**src/rtl/bcd_conv_scheduler_if.sv**
```systemverilog
// Requester-side and converter-side signals of the shared BCD converter scheduler.
// The slave modport is the scheduler; the master modport is the environment.
interface bcd_conv_scheduler_if #(
  parameter int unsigned NUM_REQ    = 2,
  parameter int unsigned BIN_W      = 8,
  parameter int unsigned BCD_DIGITS = 3
);
  localparam int unsigned GID_W = (NUM_REQ > 1) ? $clog2(NUM_REQ) : 1;
  localparam int unsigned BCD_W = 4 * BCD_DIGITS;

  logic [NUM_REQ-1:0]       i_Req;
  logic [NUM_REQ*BIN_W-1:0] i_Bin;
  logic [NUM_REQ-1:0]       o_Ack;
  logic [BCD_W-1:0]         o_BCD;
  logic [GID_W-1:0]         o_Grant_Id;
  logic                     o_Busy;
  logic                     o_Err;
  logic                     o_Conv_Start;
  logic [BIN_W-1:0]         o_Conv_Bin;
  logic                     i_Conv_Done;
  logic [BCD_W-1:0]         i_Conv_BCD;

  modport slave (
    input  i_Req, i_Bin, i_Conv_Done, i_Conv_BCD,
    output o_Ack, o_BCD, o_Grant_Id, o_Busy, o_Err, o_Conv_Start, o_Conv_Bin
  );

  modport master (
    output i_Req, i_Bin, i_Conv_Done, i_Conv_BCD,
    input  o_Ack, o_BCD, o_Grant_Id, o_Busy, o_Err, o_Conv_Start, o_Conv_Bin
  );
endinterface

```
**src/rtl/bcd_conv_scheduler.sv**
```systemverilog
// Round-robin scheduler sharing one iterative binary-to-BCD converter between requesters,
// with a watchdog that abandons a conversion and flags a sticky error.
module bcd_conv_scheduler #(
  parameter int unsigned NUM_REQ    = 2,
  parameter int unsigned BIN_W      = 8,
  parameter int unsigned BCD_DIGITS = 3,
  parameter int unsigned TIMEOUT    = 31
) (
  input logic                i_Clk,
  input logic                i_Rst,
  bcd_conv_scheduler_if.slave bus
);
  localparam int unsigned GID_W = (NUM_REQ > 1) ? $clog2(NUM_REQ) : 1;
  localparam int unsigned BCD_W = 4 * BCD_DIGITS;
  localparam int unsigned CNT_W = $clog2(TIMEOUT);

  localparam logic [GID_W:0]   NUM_REQ_W = (GID_W+1)'(NUM_REQ);
  localparam logic [GID_W-1:0] LAST_ID   = GID_W'(NUM_REQ - 1);
  localparam logic [CNT_W-1:0] TO_LAST   = CNT_W'(TIMEOUT - 1);

  typedef enum logic [1:0] {
    S_IDLE    = 2'd0,
    S_START   = 2'd1,
    S_WAIT    = 2'd2,
    S_DELIVER = 2'd3
  } state_t;

  state_t             state;
  logic [GID_W-1:0]   rr_ptr;
  logic [CNT_W-1:0]   cnt;
  logic [NUM_REQ-1:0] ack_q;
  logic [BCD_W-1:0]   bcd_q;
  logic [GID_W-1:0]   grant_q;
  logic               busy_q;
  logic               err_q;
  logic               start_q;
  logic [BIN_W-1:0]   bin_q;

  logic [GID_W-1:0]   cand [NUM_REQ];
  logic [BIN_W-1:0]   bin_arr [NUM_REQ];
  logic               pick_valid;
  logic [GID_W-1:0]   pick_id;

  // Candidate k is the requester k places after the rr pointer, modulo NUM_REQ.
  for (genvar g = 0; g < NUM_REQ; g++) begin : g_cand
    logic [GID_W:0] sum;
    assign sum        = {1'b0, rr_ptr} + (GID_W+1)'(g);
    assign cand[g]    = (sum >= NUM_REQ_W) ? GID_W'(sum - NUM_REQ_W) : GID_W'(sum);
    assign bin_arr[g] = bus.i_Bin[g*BIN_W +: BIN_W];
  end

  // First requesting candidate wins; scanning downward leaves the nearest one assigned last.
  always_comb begin
    pick_valid = 1'b0;
    pick_id    = '0;
    for (int i = NUM_REQ - 1; i >= 0; i--) begin
      if (bus.i_Req[cand[i]]) begin
        pick_valid = 1'b1;
        pick_id    = cand[i];
      end
    end
  end

  always_ff @(posedge i_Clk or posedge i_Rst) begin
    if (i_Rst) begin
      state   <= S_IDLE;
      rr_ptr  <= '0;
      cnt     <= '0;
      ack_q   <= '0;
      bcd_q   <= '0;
      grant_q <= '0;
      busy_q  <= 1'b0;
      err_q   <= 1'b0;
      start_q <= 1'b0;
      bin_q   <= '0;
    end else begin
      case (state)
        S_IDLE: begin
          if (pick_valid) begin
            grant_q <= pick_id;
            bin_q   <= bin_arr[pick_id];
            start_q <= 1'b1;
            busy_q  <= 1'b1;
            state   <= S_START;
          end
        end
        S_START: begin
          start_q <= 1'b0;
          cnt     <= '0;
          state   <= S_WAIT;
        end
        S_WAIT: begin
          if (bus.i_Conv_Done) begin
            bcd_q <= bus.i_Conv_BCD;
            ack_q <= NUM_REQ'(1) << grant_q;
            state <= S_DELIVER;
          end else if (cnt == TO_LAST) begin
            // Abandoned conversion: deliver an all-F result so the display shows the fault.
            bcd_q <= '1;
            err_q <= 1'b1;
            ack_q <= NUM_REQ'(1) << grant_q;
            state <= S_DELIVER;
          end else begin
            cnt <= cnt + 1'b1;
          end
        end
        S_DELIVER: begin
          ack_q  <= '0;
          busy_q <= 1'b0;
          rr_ptr <= (grant_q == LAST_ID) ? '0 : grant_q + 1'b1;
          state  <= S_IDLE;
        end
        default: state <= S_IDLE;
      endcase
    end
  end

  assign bus.o_Ack        = ack_q;
  assign bus.o_BCD        = bcd_q;
  assign bus.o_Grant_Id   = grant_q;
  assign bus.o_Busy       = busy_q;
  assign bus.o_Err        = err_q;
  assign bus.o_Conv_Start = start_q;
  assign bus.o_Conv_Bin   = bin_q;
endmodule
```
**src/flat_wrapper.sv**
```systemverilog
// flat-port wrapper written by rule: the top's interface ports become plain ports
module bcd_conv_scheduler_flat 
#(
  parameter int unsigned NUM_REQ    = 2,
  parameter int unsigned BIN_W      = 8,
  parameter int unsigned BCD_DIGITS = 3,
  parameter int unsigned TIMEOUT    = 31
)
  (i_Clk, i_Rst, bus_i_Req, bus_i_Bin, bus_i_Conv_Done, bus_i_Conv_BCD, bus_o_Ack, bus_o_BCD, bus_o_Grant_Id, bus_o_Busy, bus_o_Err, bus_o_Conv_Start, bus_o_Conv_Bin);
  bcd_conv_scheduler_if #(.NUM_REQ(NUM_REQ), .BIN_W(BIN_W), .BCD_DIGITS(BCD_DIGITS)) bus_i ();
  input logic i_Clk;
  input logic i_Rst;
  input wire logic [$bits(bus_i.i_Req)-1:0] bus_i_Req;
  input wire logic [$bits(bus_i.i_Bin)-1:0] bus_i_Bin;
  input wire logic [$bits(bus_i.i_Conv_Done)-1:0] bus_i_Conv_Done;
  input wire logic [$bits(bus_i.i_Conv_BCD)-1:0] bus_i_Conv_BCD;
  output wire logic [$bits(bus_i.o_Ack)-1:0] bus_o_Ack;
  output wire logic [$bits(bus_i.o_BCD)-1:0] bus_o_BCD;
  output wire logic [$bits(bus_i.o_Grant_Id)-1:0] bus_o_Grant_Id;
  output wire logic [$bits(bus_i.o_Busy)-1:0] bus_o_Busy;
  output wire logic [$bits(bus_i.o_Err)-1:0] bus_o_Err;
  output wire logic [$bits(bus_i.o_Conv_Start)-1:0] bus_o_Conv_Start;
  output wire logic [$bits(bus_i.o_Conv_Bin)-1:0] bus_o_Conv_Bin;
  assign bus_i.i_Req = bus_i_Req;
  assign bus_i.i_Bin = bus_i_Bin;
  assign bus_i.i_Conv_Done = bus_i_Conv_Done;
  assign bus_i.i_Conv_BCD = bus_i_Conv_BCD;
  assign bus_o_Ack = bus_i.o_Ack;
  assign bus_o_BCD = bus_i.o_BCD;
  assign bus_o_Grant_Id = bus_i.o_Grant_Id;
  assign bus_o_Busy = bus_i.o_Busy;
  assign bus_o_Err = bus_i.o_Err;
  assign bus_o_Conv_Start = bus_i.o_Conv_Start;
  assign bus_o_Conv_Bin = bus_i.o_Conv_Bin;
  bcd_conv_scheduler #(.NUM_REQ(NUM_REQ), .BIN_W(BIN_W), .BCD_DIGITS(BCD_DIGITS), .TIMEOUT(TIMEOUT)) u_core (.i_Clk(i_Clk), .i_Rst(i_Rst), .bus(bus_i));
endmodule
```
**config.mk**
```make
export PLATFORM = sky130hd
export DESIGN_NAME = bcd_conv_scheduler_flat
export DESIGN_NICKNAME = d
export VERILOG_FILES = /design/src/rtl/bcd_conv_scheduler_if.sv /design/src/rtl/bcd_conv_scheduler.sv /design/src/flat_wrapper.sv
export SDC_FILE = /design/constraint.sdc
export NUM_CORES = 1
export LEC_CHECK = 0
export CAP_MARGIN = 5
export CORE_MARGIN = 1
export CORE_UTILIZATION = 40
export DETAILED_ROUTE_END_ITERATION = 6
export GPL_ROUTABILITY_DRIVEN = 0
export GPL_TIMING_DRIVEN = 0
export PLACE_DENSITY = 0.85
export SLEW_MARGIN = 40
export SYNTH_ARGS = -nofsm -noshare
export SYNTH_HDL_FRONTEND = slang
export SYNTH_SLANG_ARGS = --single-unit
```
**constraint.sdc**
```tcl
create_clock -name i_Clk -period 1.5 [get_ports i_Clk]
set_input_delay 0.15 -clock i_Clk [delete_from_list [all_inputs] [get_ports i_Clk]]
set_output_delay 0.15 -clock i_Clk [all_outputs]
set_load 0.02 [all_outputs]
```
==> results.sh, run 1 <==
export IMPL_outcome="complete, but fails checks"
export IMPL_violations="negative setup slack"
export IMPL_power_mw=5.11
export IMPL_rows=22
export IMPL_drtIter0Drc=103
export IMPL_ys_seq_area_share_pct=51.5
export IMPL_r2r_end="u_core.cnt[0]"
export IMPL_wl_per_cell_um=14.6
export IMPL_crit_path_top_delay_cell="dfrtp_1"
export IMPL_critPathCapture="u_core.cnt[0]"
export IMPL_ys_flop_type="dfrtp_1"
export IMPL_maxCapViolCount=0
export IMPL_die_area_um2=4390
export IMPL_hold_path_class="input port to async pin"
export IMPL_grt_pass1_wl_um=6400
export IMPL_synth_area_leader_cell="dfrtp_1"
export IMPL_setup_viol=2
export IMPL_wl_um=3960
export IMPL_start_util_pct=43.5
export IMPL_nets=260
export IMPL_synth_fp_nets=188
export IMPL_cp_max_fo=6
export IMPL_rsz0062_at_grt="true"
export IMPL_critPathKind="flip-flop to flip-flop"
export IMPL_antenna_cells=0
export IMPL_synth_area_per_cell_um2=11.1
export IMPL_cts_root_buf="clkbuf_8"
export IMPL_fin_crit_sh_pct=101
export IMPL_power_density_nw_per_um2=2050
export IMPL_dr_total_vias=1426
export IMPL_yosys_warnings=0
export IMPL_period_needed_ps=1510
export IMPL_ff2ff_setup_slack_ps=-10
export IMPL_multi_input_area_um2=771
export IMPL_hpwl_um=2680
export IMPL_insertion_delay_ps=280
export IMPL_yosys_cell_count_top_type="dfrtp_1"
export IMPL_cts_sinks=34
export IMPL_h_tree_depth=2
export IMPL_antenna_left=0
export IMPL_syn_to_final_growth_pct=51.4
export IMPL_synth_common_cells="dfrtp_1 (34), o22a_2 (12)"
export IMPL_firstDrtPassIters=4
export IMPL_numPortBuffers=58
export IMPL_core_area_um2=3800
export IMPL_cp_startpoint="u_core.cnt[0]"
export IMPL_end_kind="flip-flop"
export IMPL_synth_top_cell_area_share_pct=51.5
export IMPL_grt_overflow=0
export IMPL_ir_drop_mv=0.991
export IMPL_setup_ws_ps=-12.2
export IMPL_synthArstFlopShare_pct=100
export IMPL_r2r_cells=6
export IMPL_synth_cell_types=37
export IMPL_boundaryPins=59
export IMPL_r2r_start="u_core.cnt[0]"
export IMPL_grt_pass1_vias=1403
export IMPL_crit_chain="inv_2 > ha_2 > nand4_4 > buf_6 > a221oi_1 > a21o_1"
export IMPL_synth_edf_count=0
export IMPL_synth_cells=149
export IMPL_fmax_ghz=0.661
export IMPL_numCtsBuffers=5
export IMPL_clk_pin_slew_ps=70
export IMPL_p_leak_nw=1.03
export IMPL_drc=0
export IMPL_placed_cells=255
export IMPL_dieHeight_um=66.3
export IMPL_tightest_slew_ps=689
export IMPL_start_kind="flip-flop"
export IMPL_grt_antenna_before_repair=0
export IMPL_synth_top_cells_by_area="dfrtp_1 (52%), o22a_2 (7.3%), ha_1 (4.5%), nand3b_1 (3.6%), a31oi_1 (3.0%)"
export IMPL_cpPeakStageDelay_ps=400
export IMPL_via_per_inst=5.28
export IMPL_final_cells=270
export IMPL_tritoncts="yes"
export IMPL_clockBufferDepth=2
export IMPL_drive_gt1_share_pct=22.5
export IMPL_grt_use_total_pct=20.0
export IMPL_clock_skew_ps=5.93
export IMPL_ys_seq_elements=34
export IMPL_fill_cells=320
export IMPL_crit_required_ps=1720
export IMPL_slew_viol_final=0
export IMPL_syn_cell_area_um2=1650
export IMPL_grt_max_degree=35
export IMPL_cts_hold_buf=0
export IMPL_final_seq_area_um2=852
export IMPL_die_w_um=66.3
export IMPL_slew_headroom_pct=54.0
export IMPL_worstPathArrival_ps=1730
export IMPL_finalHoldViolCount=0
==> sequential cells by signal, indices dropped and copies added (netlist names) <==
signal / flops
u_core.bus.o_Ack: 2
u_core.bus.o_BCD: 12
u_core.bus.o_Busy: 1
u_core.bus.o_Conv_Bin: 8
u_core.bus.o_Conv_Start: 1
u_core.bus.o_Err: 1
u_core.bus.o_Grant_Id: 1
u_core.cnt: 5
u_core.rr_ptr: 1
u_core.state: 2
==> report_power, final <==
group,leakage [nW],internal (mW),switching (mW)
sequential,0.387,1.36,0.299
combinational,0.597,1.42,1.35
clock,0.0482,0.370,0.318
==> cells by family after synthesis <==
group,share of synthesized area (%)
buffers and inverters,4.85
multiplexers,2.58
AO/OA/AOI/OAI,20.4
flip-flops,51.5
AND/OR/NAND/NOR,15.6
adder cells (fa/ha/maj),4.55
XOR/XNOR,0.530
==> critical path, delay by kind of cell (launching register included) <==
family / cells / cell delay, ps
AO/OA/AOI/OAI: 2 / 430
adder cells (fa/ha/maj): 1 / 210
AND/OR/NAND/NOR: 1 / 150
flip-flops: 1 / 400
buffers and inverters: 2 / 260
==> through the flow <==
step	area, µm²	utilization [%]	worst slack (ps)	TNS, ps	hold WS (ps)
final	2500	65.8	-12.2	-18.5	287
after global routing	2500	65.8	-111	-186	362
after CTS	2470	65.1	2.89	0	321
after detailed placement	2310	60.8	-101	-1060	474
after global placement	2310	60.8	-181	-6820	464
after floorplan	1670	-	18.6	0	292
==> routing by layer <==
layer	up-vias	global-route usage (%)	wire length [µm]
li1	680	-	-
met1	671	24.1	1660
met2	66	32.5	1890
met3	9	5.69	301
met4	0	9.84	96
met5	-	0	0
==> timing repair <==
item                                    in CTS  in global routing
gates resized for setup                      7                  6
setup buffers                                6                  1
pin swaps                                    2                  5
endpoints found under the setup margin      22                 24
==> cells in the final DEF, fill, tap and decap left out, types with 2 or more instances in the layout <==
cell / Yosys / layout
o22a_2: 12 / 12
o21ai_0: 10 / 10
mux2i_1: 2 / 2
a31oi_1: 8 / 8
clkdlybuf4s50_1: 0 / 58
clkbuf_1: 1 / 2
nand3_1: 4 / 4
inv_2: 0 / 3
buf_4: 1 / 8
dfrtp_1: 34 / 33
clkbuf_8: 0 / 6
nand3b_1: 8 / 8
o211ai_1: 3 / 3
nand2_1: 10 / 9
and2b_1: 2 / 2
inv_1: 10 / 7
or3_1: 3 / 3
ha_4: 0 / 2
ha_1: 6 / 3
nor2_1: 10 / 10
a21oi_4: 1 / 2
buf_6: 1 / 3
==> how the worst min path moves through the flow <==
stage / startpoint / slack (ps) / depth (start not counted) / to
after floorplan: i_Rst / 290 / 1 / u_core.bus.o_Ack[0]
final: i_Rst / 290 / 2 / u_core.bus.o_BCD[0]
after global routing: i_Rst / 360 / 2 / u_core.bus.o_BCD[11]
after CTS: i_Rst / 320 / 2 / u_core.bus.o_BCD[0]
after global placement: u_core.bus.o_Err / 460 / 1 / u_core.bus.o_Err
after detailed placement: u_core.bus.o_Err / 470 / 1 / u_core.bus.o_Err
==> area by class of cell <==
cell class,count,area share (%)
repair buffers,65,25.5
multi-input cells,98,30.8
clock inverters,1,0.200
clock buffers,7,3.45
well taps,48,2.40
flip-flops and latches,34,34.1
plain buffers,7,2.05
inverters,10,1.50
Note: power is estimated with default switching activity, not from simulation.
==> run 2, diff against run 1 <==
--- a/config.mk
+++ b/config.mk
@@ -11,6 +11,7 @@
 export DETAILED_ROUTE_END_ITERATION = 6
 export GPL_ROUTABILITY_DRIVEN = 0
 export GPL_TIMING_DRIVEN = 0
+export HOLD_SLACK_MARGIN = 0.02
 export PLACE_DENSITY = 0.85
 export SLEW_MARGIN = 40
 export SYNTH_ARGS = -nofsm -noshare
==> results of run 2 <==
The final DEF is identical to that of run 1; final timing and power are the same.
==> run 3, diff against run 2 <==
--- a/config.mk
+++ b/config.mk
@@ -7,12 +7,12 @@
 export LEC_CHECK = 0
 export CAP_MARGIN = 5
 export CORE_MARGIN = 1
-export CORE_UTILIZATION = 40
+export CORE_UTILIZATION = 48
 export DETAILED_ROUTE_END_ITERATION = 6
 export GPL_ROUTABILITY_DRIVEN = 0
 export GPL_TIMING_DRIVEN = 0
 export HOLD_SLACK_MARGIN = 0.02
-export PLACE_DENSITY = 0.85
+export PLACE_DENSITY = 0.94
 export SLEW_MARGIN = 40
 export SYNTH_ARGS = -nofsm -noshare
 export SYNTH_HDL_FRONTEND = slang
==> constraint.sdc (replaced) <==
create_clock -name i_Clk -period 1.8 [get_ports i_Clk]
set_input_delay 0.18 -clock i_Clk [delete_from_list [all_inputs] [get_ports i_Clk]]
set_output_delay 0.18 -clock i_Clk [all_outputs]
set_load 0.02 [all_outputs]
==> results.sh, run 3 (same netlist as run 1, synthesis figures left out) <==
export IMPL_fin_crit_sh_pct=94.0
export IMPL_globalRouteMet1Util_pct=27.9
export IMPL_gr_usage_met3_pct=8.10
export IMPL_crit_required_ps=2020
export IMPL_ir_drop_mv=0.809
export IMPL_drive_gt1_share_pct=16.7
export IMPL_grt_pass1_wl_um=5980
export IMPL_grt_use_total_pct=22.4
export IMPL_mostFrequentLayoutCell="clkdlybuf4s50_1"
export IMPL_wl_um=3510
export IMPL_crit_chain="inv_1 > ha_2 > and2b_1 > buf_4 > a21oi_2 > mux2_2"
export IMPL_tightest_slew_ps=668
export IMPL_die_w_um=60.7
export IMPL_via_per_inst=5.24
export IMPL_rsz0062_at_grt="false"
export IMPL_maxCapViolCount=0
export IMPL_cts_hold_buf=0
export IMPL_antenna_left=0
export IMPL_insertion_delay_ps=330
export IMPL_tritoncts="yes"
export IMPL_grt_busiest_layer="met2"
export IMPL_syn_to_final_growth_pct=42.3
export IMPL_grt_overflow=0
export IMPL_final_seq_area_um2=851
export IMPL_hpwl_um=2730
export IMPL_core_area_um2=3150
export IMPL_fin_tns_setup_ps=0
export IMPL_setup_viol=0
export IMPL_multi_input_area_um2=723
export IMPL_drtIter0Drc=46
export IMPL_postCtsSetupBuffers=0
export IMPL_firstDrtPassIters=4
export IMPL_boundaryPins=59
export IMPL_ctsResizeCount=0
export IMPL_end_kind="flip-flop"
export IMPL_start_util_pct=52.4
export IMPL_p_leak_nw=0.974
export IMPL_crit_family="flip-flops"
export IMPL_grt_antenna_before_repair=0
export IMPL_crit_path_top_delay_cell="dfrtp_1"
export IMPL_hold_path_class="input port to async pin"
export IMPL_cpPeakStageDelay_ps=410
export IMPL_cp_max_fo=9
export IMPL_largest_reg_flops=12
export IMPL_h_tree_depth=2
export IMPL_numCtsBuffers=5
export IMPL_critPathKind="flip-flop to flip-flop"
export IMPL_period_needed_ps=1690
export IMPL_postLayoutCoreUtil_pct=74.5
export IMPL_outcome="complete, no violations"
export IMPL_path_buf_inv=2
export IMPL_dieHeight_um=60.7
export IMPL_start_kind="flip-flop"
export IMPL_clk_pin_slew_ps=100
export IMPL_finalHoldViolCount=0
export IMPL_fill_cells=231
export IMPL_clock_skew_ps=9.52
export IMPL_met2_usage_pct=36.7
export IMPL_cts_root_buf="clkbuf_4"
export IMPL_final_cell_mix="clkdlybuf4s50_1 (58), dfrtp_1 (34), o22a_2 (12)"
export IMPL_dr_total_vias=1358
export IMPL_antenna_cells=0
export IMPL_rows=20
export IMPL_fmax_ghz=0.591
export IMPL_wl_per_cell_um=13.6
export IMPL_die_area_um2=3680
export IMPL_power_density_nw_per_um2=1650
export IMPL_cts_sinks=34
export IMPL_slew_headroom_pct=55.4
export IMPL_drc=0
export IMPL_nets=253
export IMPL_slew_viol_final=0
export IMPL_grt_pass1_vias=1341
export IMPL_worstPathArrival_ps=1910
export IMPL_grt_max_degree=35
export IMPL_clockBufferDepth=2
export IMPL_numPortBuffers=58
[run 3: changes by cell type in the layout (fill, tap and decap cells not counted), sizes merged]
cell	delta
buf	-7
[run 3: area by class of cell]
type / count / share of cell area, %
tap: 44 / 2.34
inverter: 10 / 1.60
timing repair buffer: 58 / 24.7
sequential: 34 / 36.2
buffer: 7 / 1.81
clock inverter: 1 / 0.213
multi-input combinational: 98 / 30.8
clock buffer: 7 / 2.34
[run 3: worst paths after layout]
| path | start | end | slack, ps | cells after the start |
|---|---|---|---|---|
| worst max-delay path | u_core.state[0] | u_core.state[1] | 110 | 6 |
| worst min-delay path | i_Rst | u_core.bus.o_Conv_Bin[3] | 250 | 2 |
| worst max register to register | u_core.state[0] | u_core.state[1] | 110 | 6 |
| worst min register to register | u_core.bus.o_BCD[2] | u_core.bus.o_BCD[2] | 490 | 1 |
| max in group asynchronous | i_Rst | u_core.bus.o_Conv_Start | 1110 | 2 |
| min in group i_Clk | bus_i_Bin[4] | u_core.bus.o_Conv_Bin[4] | 410 | 3 |
[run 3: where the power goes]
| part | switching [mW] | internal, mW | leakage (nW) | total, mW |
|---|---|---|---|---|
| sequential | 0.244 | 1.12 | 0.388 | 1.37 |
| combinational | 1.04 | 1.05 | 0.551 | 2.09 |
| clock | 0.240 | 0.189 | 0.0353 | 0.429 |
| total | 1.52 | 2.37 | 0.974 | 3.89 |
[run 3: routing by layer]
layer	share of wire (%)	wire length, µm
met5	0	0
met4	1.5	51
met3	8.5	299
met2	47	1630
met1	43	1520
[run 3: metrics by stage]
step                      area, µm²  hold slack [ps]  instances  setup slack (ps)  power [mW]
after floorplan                1650              322        149               201        2.62
after global placement         2290              468        251              91.1        3.40
after detailed placement       2290              477        251              56.2        3.49
after CTS                      2350              278        259              33.8        3.92
after global routing           2350              325        259              49.7        4.20
final                          2350              252        259               108        3.89
==> edit 1, RTL diff (flow settings as in run 2) <==
Re-encode `state_t` (4 states) as one-hot, 4 bits wide.
--- a/src/rtl/bcd_conv_scheduler.sv
+++ b/src/rtl/bcd_conv_scheduler.sv
@@ -18,11 +18,11 @@
   localparam logic [GID_W-1:0] LAST_ID   = GID_W'(NUM_REQ - 1);
   localparam logic [CNT_W-1:0] TO_LAST   = CNT_W'(TIMEOUT - 1);
 
-  typedef enum logic [1:0] {
-    S_IDLE    = 2'd0,
-    S_START   = 2'd1,
-    S_WAIT    = 2'd2,
-    S_DELIVER = 2'd3
+  typedef enum logic [3:0] {
+    S_IDLE    = 4'b0001,
+    S_START   = 4'b0010,
+    S_WAIT    = 4'b0100,
+    S_DELIVER = 4'b1000
   } state_t;
 
   state_t             state;
Formal check against the unedited RTL: no difference found for any inputs over 10 cycles, from zero or initial values and one cycle with i_Rst high; not proved beyond that.
==> edit 1 against run 2 <==
- the run still ends with setup timing left
- count of clock-buffer cells in the layout shrank 1
- global-route usage grew 1.2 points
- clock skew grew 0.70 ps
- final cell count grew 0.37%
- final area grew 7.9%
- worst hold slack gained 35 ps
- wire length grew 18%
- via count grew 4.1%
- non-clock buffer count grew 9
- sequential cell count grew 2
- first-iteration DRC count shrank 13%
- power grew 0.92%
- area after synthesis shrank 1.4%
- setup slack lost 150 ps
- largest cell class unchanged
- highest routed layer unchanged
==> edit 1: results (changes against run 2) <==
[yosys]
ys_warn_count=0  ; unchanged
muxShareOfSynthArea=0.0246  ; -0.00118
synth_area_leaders=dfrtp_1, o22a_1, nand3b_1, o21ai_0, a31oi_1
synth_cells=144  ; -3.4%
yosys-top-cells-count=dfrtp_1, o22a_1, o21ai_0, nand3b_1
synthAdderAreaFrac=0.0154  ; -0.0301
synth_compound_area_frac=0.200  ; -0.00410
synth_xor_area_frac=0.00538  ; +0.0000733
syn_nets=179  ; -4.8%
synth_cell_types=41  ; +11%
seq_area_frac_synth=0.554  ; +0.0386

[critical_path]
critPathArrivalTime_ps=1890  ; +160 ps
max_stage_delay_ps=430  ; +30 ps
path_delay_family=flip-flops
worstPathMaxFanout=6  ; unchanged
slowest_stage=dfrtp_2

[placed_design]
place_area_um2=2280  ; -1.4%
numPlacedInstances=250  ; -2.0%
hpwl_um=2640  ; -1.7%
port_buffers=58  ; unchanged
place_ws_ps=-512  ; -411 ps

[cts]
clk_pin_slew_ps=70  ; about the same
post_cts_buffers=8  ; +2
clk_path_buf_depth=2  ; unchanged
clk_latency_ps=290
ctsResizeCount=18  ; +11
cts-root-buf=clkbuf_8

[grt]
grt_first_pass_wirelength_um=6850  ; +7.1%
grt_pass1_vias=1433  ; +2.1%
grt_util_met3=0.0534  ; -0.00345
grt_max_degree=37  ; +5.7%
grt_usage=0.212  ; +0.0119
grt_util_met2=0.339  ; +0.0140
use_met1=0.280  ; +0.0390

[drt]
firstDrtPassIters=4  ; unchanged
routed_wl_um=4650  ; +18%
drtIter0Drc=90  ; -13%
vias=1484  ; +4.1%

[timing]
fin_tns_setup_ps=-2730  ; -2710 ps
finalSetupViolations=28  ; +26
slew_headroom=0.514  ; -0.0257
fin_ws_ps=-162  ; -150 ps
finClkSkew_ps=6.63  ; +0.700 ps

[status]
violations=setup timing
status=finished with violations

[final_layout]
diodes=0  ; unchanged
finalNetCount=257  ; -1.2%
instances_no_fill=271  ; +0.37%
largest_reg_flops=12  ; unchanged
drive_gt1_frac=0.269  ; +0.0438

[power]
vdd_drop_max_v=0.00123  ; +24%
power.leakage_nw=1.09  ; +5.2%

## edit 1: cell types whose count changed after synthesis, sizes merged, moves of 3 or more
cell / run 2 / this run
nor2: 10 / 3
or3: 3 / 0
inv: 10 / 5
nand3: 4 / 1
a21oi: 3 / 8
ha: 6 / 2
or4b: 0 / 3
## edit 1: area by class of cell
type | instances | area (um^2)
clock buffers | 6 | 82.6
plain buffers | 6 | 51.3
clock inverters | 2 | 15.0
multi-input cells | 93 | 817
fillers | 235 | 1070
flip-flops and latches | 36 | 905
repair buffers | 75 | 748
inverters | 5 | 18.8
well taps | 48 | 60.1
## edit 1: layer usage
metal / wire [um] / part of all wire
met5: 0 / 0
met4: 85 / 0.018
met3: 206 / 0.044
met2: 2310 / 0.50
met1: 2050 / 0.44
## edit 1: where the power goes
part / switching (mW) / leakage [nW] / internal, mW / total, mW
Clock: 0.346 / 0.0434 / 0.371 / 0.718
Combinational: 1.28 / 0.614 / 1.45 / 2.73
Sequential: 0.314 / 0.429 / 1.40 / 1.72
## edit 1: path summary, 6_finish.rpt
path,endpoint,startpoint,slack [ps],depth (start not counted)
setup / recovery,u_core.bus.o_BCD[5]$_DFFE_PP0P_,u_core.state[3]$_DFFE_PP0P_,-160,6
min in group i_Clk,u_core.bus.o_Conv_Bin[2]$_DFFE_PP0P_,bus_i_Bin[2],440,3
max in group asynchronous,u_core.state[2]$_DFFE_PP0P_,i_Rst,660,2
hold reg to reg,u_core.bus.o_Err$_DFFE_PP0P_,u_core.bus.o_Err$_DFFE_PP0P_,460,1
hold / removal,u_core.bus.o_BCD[5]$_DFFE_PP0P_,i_Rst,320,2
setup reg to reg,u_core.bus.o_BCD[5]$_DFFE_PP0P_,u_core.state[3]$_DFFE_PP0P_,-160,6
==> edit 2, RTL diff (settings of run 2) <==
Without the edit above. `NUM_REQ` is set to 2 in 3 places; all go to 4.
--- a/src/rtl/bcd_conv_scheduler_if.sv
+++ b/src/rtl/bcd_conv_scheduler_if.sv
@@ -1,7 +1,7 @@
 // Requester-side and converter-side signals of the shared BCD converter scheduler.
 // The slave modport is the scheduler; the master modport is the environment.
 interface bcd_conv_scheduler_if #(
-  parameter int unsigned NUM_REQ    = 2,
+  parameter int unsigned NUM_REQ    = 4,
   parameter int unsigned BIN_W      = 8,
   parameter int unsigned BCD_DIGITS = 3
 );
--- a/src/rtl/bcd_conv_scheduler.sv
+++ b/src/rtl/bcd_conv_scheduler.sv
@@ -1,7 +1,7 @@
 // Round-robin scheduler sharing one iterative binary-to-BCD converter between requesters,
 // with a watchdog that abandons a conversion and flags a sticky error.
 module bcd_conv_scheduler #(
-  parameter int unsigned NUM_REQ    = 2,
+  parameter int unsigned NUM_REQ    = 4,
   parameter int unsigned BIN_W      = 8,
   parameter int unsigned BCD_DIGITS = 3,
   parameter int unsigned TIMEOUT    = 31
--- a/src/flat_wrapper.sv
+++ b/src/flat_wrapper.sv
@@ -1,7 +1,7 @@
 // flat-port wrapper written by rule: the top's interface ports become plain ports
 module bcd_conv_scheduler_flat 
 #(
-  parameter int unsigned NUM_REQ    = 2,
+  parameter int unsigned NUM_REQ    = 4,
   parameter int unsigned BIN_W      = 8,
   parameter int unsigned BCD_DIGITS = 3,
   parameter int unsigned TIMEOUT    = 31
Interface: changed (resized bus_i_Bin, bus_i_Req, bus_o_Ack and bus_o_Grant_Id); port bits go from 59 to 80. The function was not compared with the original's and may differ.
==> edit 2 against run 2 <==
- the run ends with DRC, setup timing left
- wire length up 36%
- area after synthesis up 17%
- clock power up 31%
- clock skew shrank 0.87 ps
- setup slack lost 72 ps
- final area grew 28%
- power rose by 21%
- first-iteration DRC count is 39% lower
- sequential share of layout area is 4.3 points lower
- sequential cell count grew 4
- core utilization grew 5.1 points
- largest cell class is now multi-input gates
==> edit 2: results (changes against run 2) <==
[critical_path]
critPathArrivalTime_ps=1770  ; +40 ps
path_delay_family=buffers and inverters
r2r_cells=7  ; +1
worstReg2RegEnd=u_core.bus.o_Conv_Bin[5]$_DFFE_PP0P_
startpoint=u_core.rr_ptr[1]$_DFFE_PP0P_

[status]
violations=DRC, setup timing
status=finished with violations

[final_layout]
finalNetCount=334  ; +28%
nonClkBufAreaFrac=0.312  ; +0.0366
num-nonclk-buffers=97  ; +35%
multi_input_area_share=0.321  ; +0.0130
seq-cell-share=0.298  ; -0.0430
clk_share=0.0357  ; -0.000878
multi_input_cells=120  ; +22%
fin_util=0.709  ; +0.0508
nFillCells=305  ; -4.7%

[timing]
hold_ws_ps=179  ; -108 ps
finalSetupViolations=8  ; +6
fin_ws_ps=-84.6  ; -72.4 ps
slew_headroom=0.677  ; +0.137
fin_tns_setup_ps=-297  ; -278 ps

[drt]
met3_length_um=343  ; +14%
avgViaCountPerCell=5.34  ; +1.1%
wl_met2_um=2780  ; +47%
drc_errors=1  ; +1
drt-met1-wl_um=2080  ; +25%

[yosys]
syn_area_per_cell_um2=10.8  ; -2.4%
seq_area_frac_synth=0.494  ; -0.0213
yosys-top-cells-count=dfrtp_1, nand2_1, mux2i_1, o21ai_0, o22a_1
synth_area_leaders=dfrtp_1, mux2i_1, ha_1, o22a_1, nand2_1
ys_ff_latch=38  ; +12%
syn_nets=239  ; +27%
synth_cells=178  ; +19%

[grt]
grt_max_degree=21  ; -40%
use_met1=0.247  ; +0.00548
grt_util_met3=0.0591  ; +0.00218
grt_usage=0.221  ; +0.0207
grt_pass1_vias=1821  ; +30%
grt_util_met2=0.390  ; +0.0652

[cts]
ctsResizeCount=33  ; +26
post_cts_buffers=7  ; +1

[power]
vdd_drop_max_v=0.00114  ; +16%
power.leakage_nw=1.40  ; +36%

[placed_design]
numPlacedInstances=310  ; +22%
place_ws_ps=-629  ; -528 ps

edit 2: worst reg2reg max path: cells and delay by family (launching register included):
kind                   cells  cell delay (ps)
flip-flops                 1              410
AO/OA/AOI/OAI              3              410
buffers and inverters      3              410
multiplexers               1              230
edit 2: cell families (layout without fill, tap and decap cells):
group,count (synthesis),after routing,share of synthesized area
AOI/OAI and AO/OA,45,45,0.170
and+or+nand+nor,43,43,0.105
DFF,38,38,0.494
buffers and inverters,20,116,0.0539
muxes,19,19,0.0988
adders and majority gates,10,10,0.0650
xor gates and xnor gates,3,3,0.0136
edit 2: power by group:
part | total, mW | switching [mW] | internal, mW
clock network | 0.899 | 0.404 | 0.495
logic | 3.53 | 1.73 | 1.80
registers | 1.78 | 0.304 | 1.48
total | 6.21 | 2.44 | 3.77
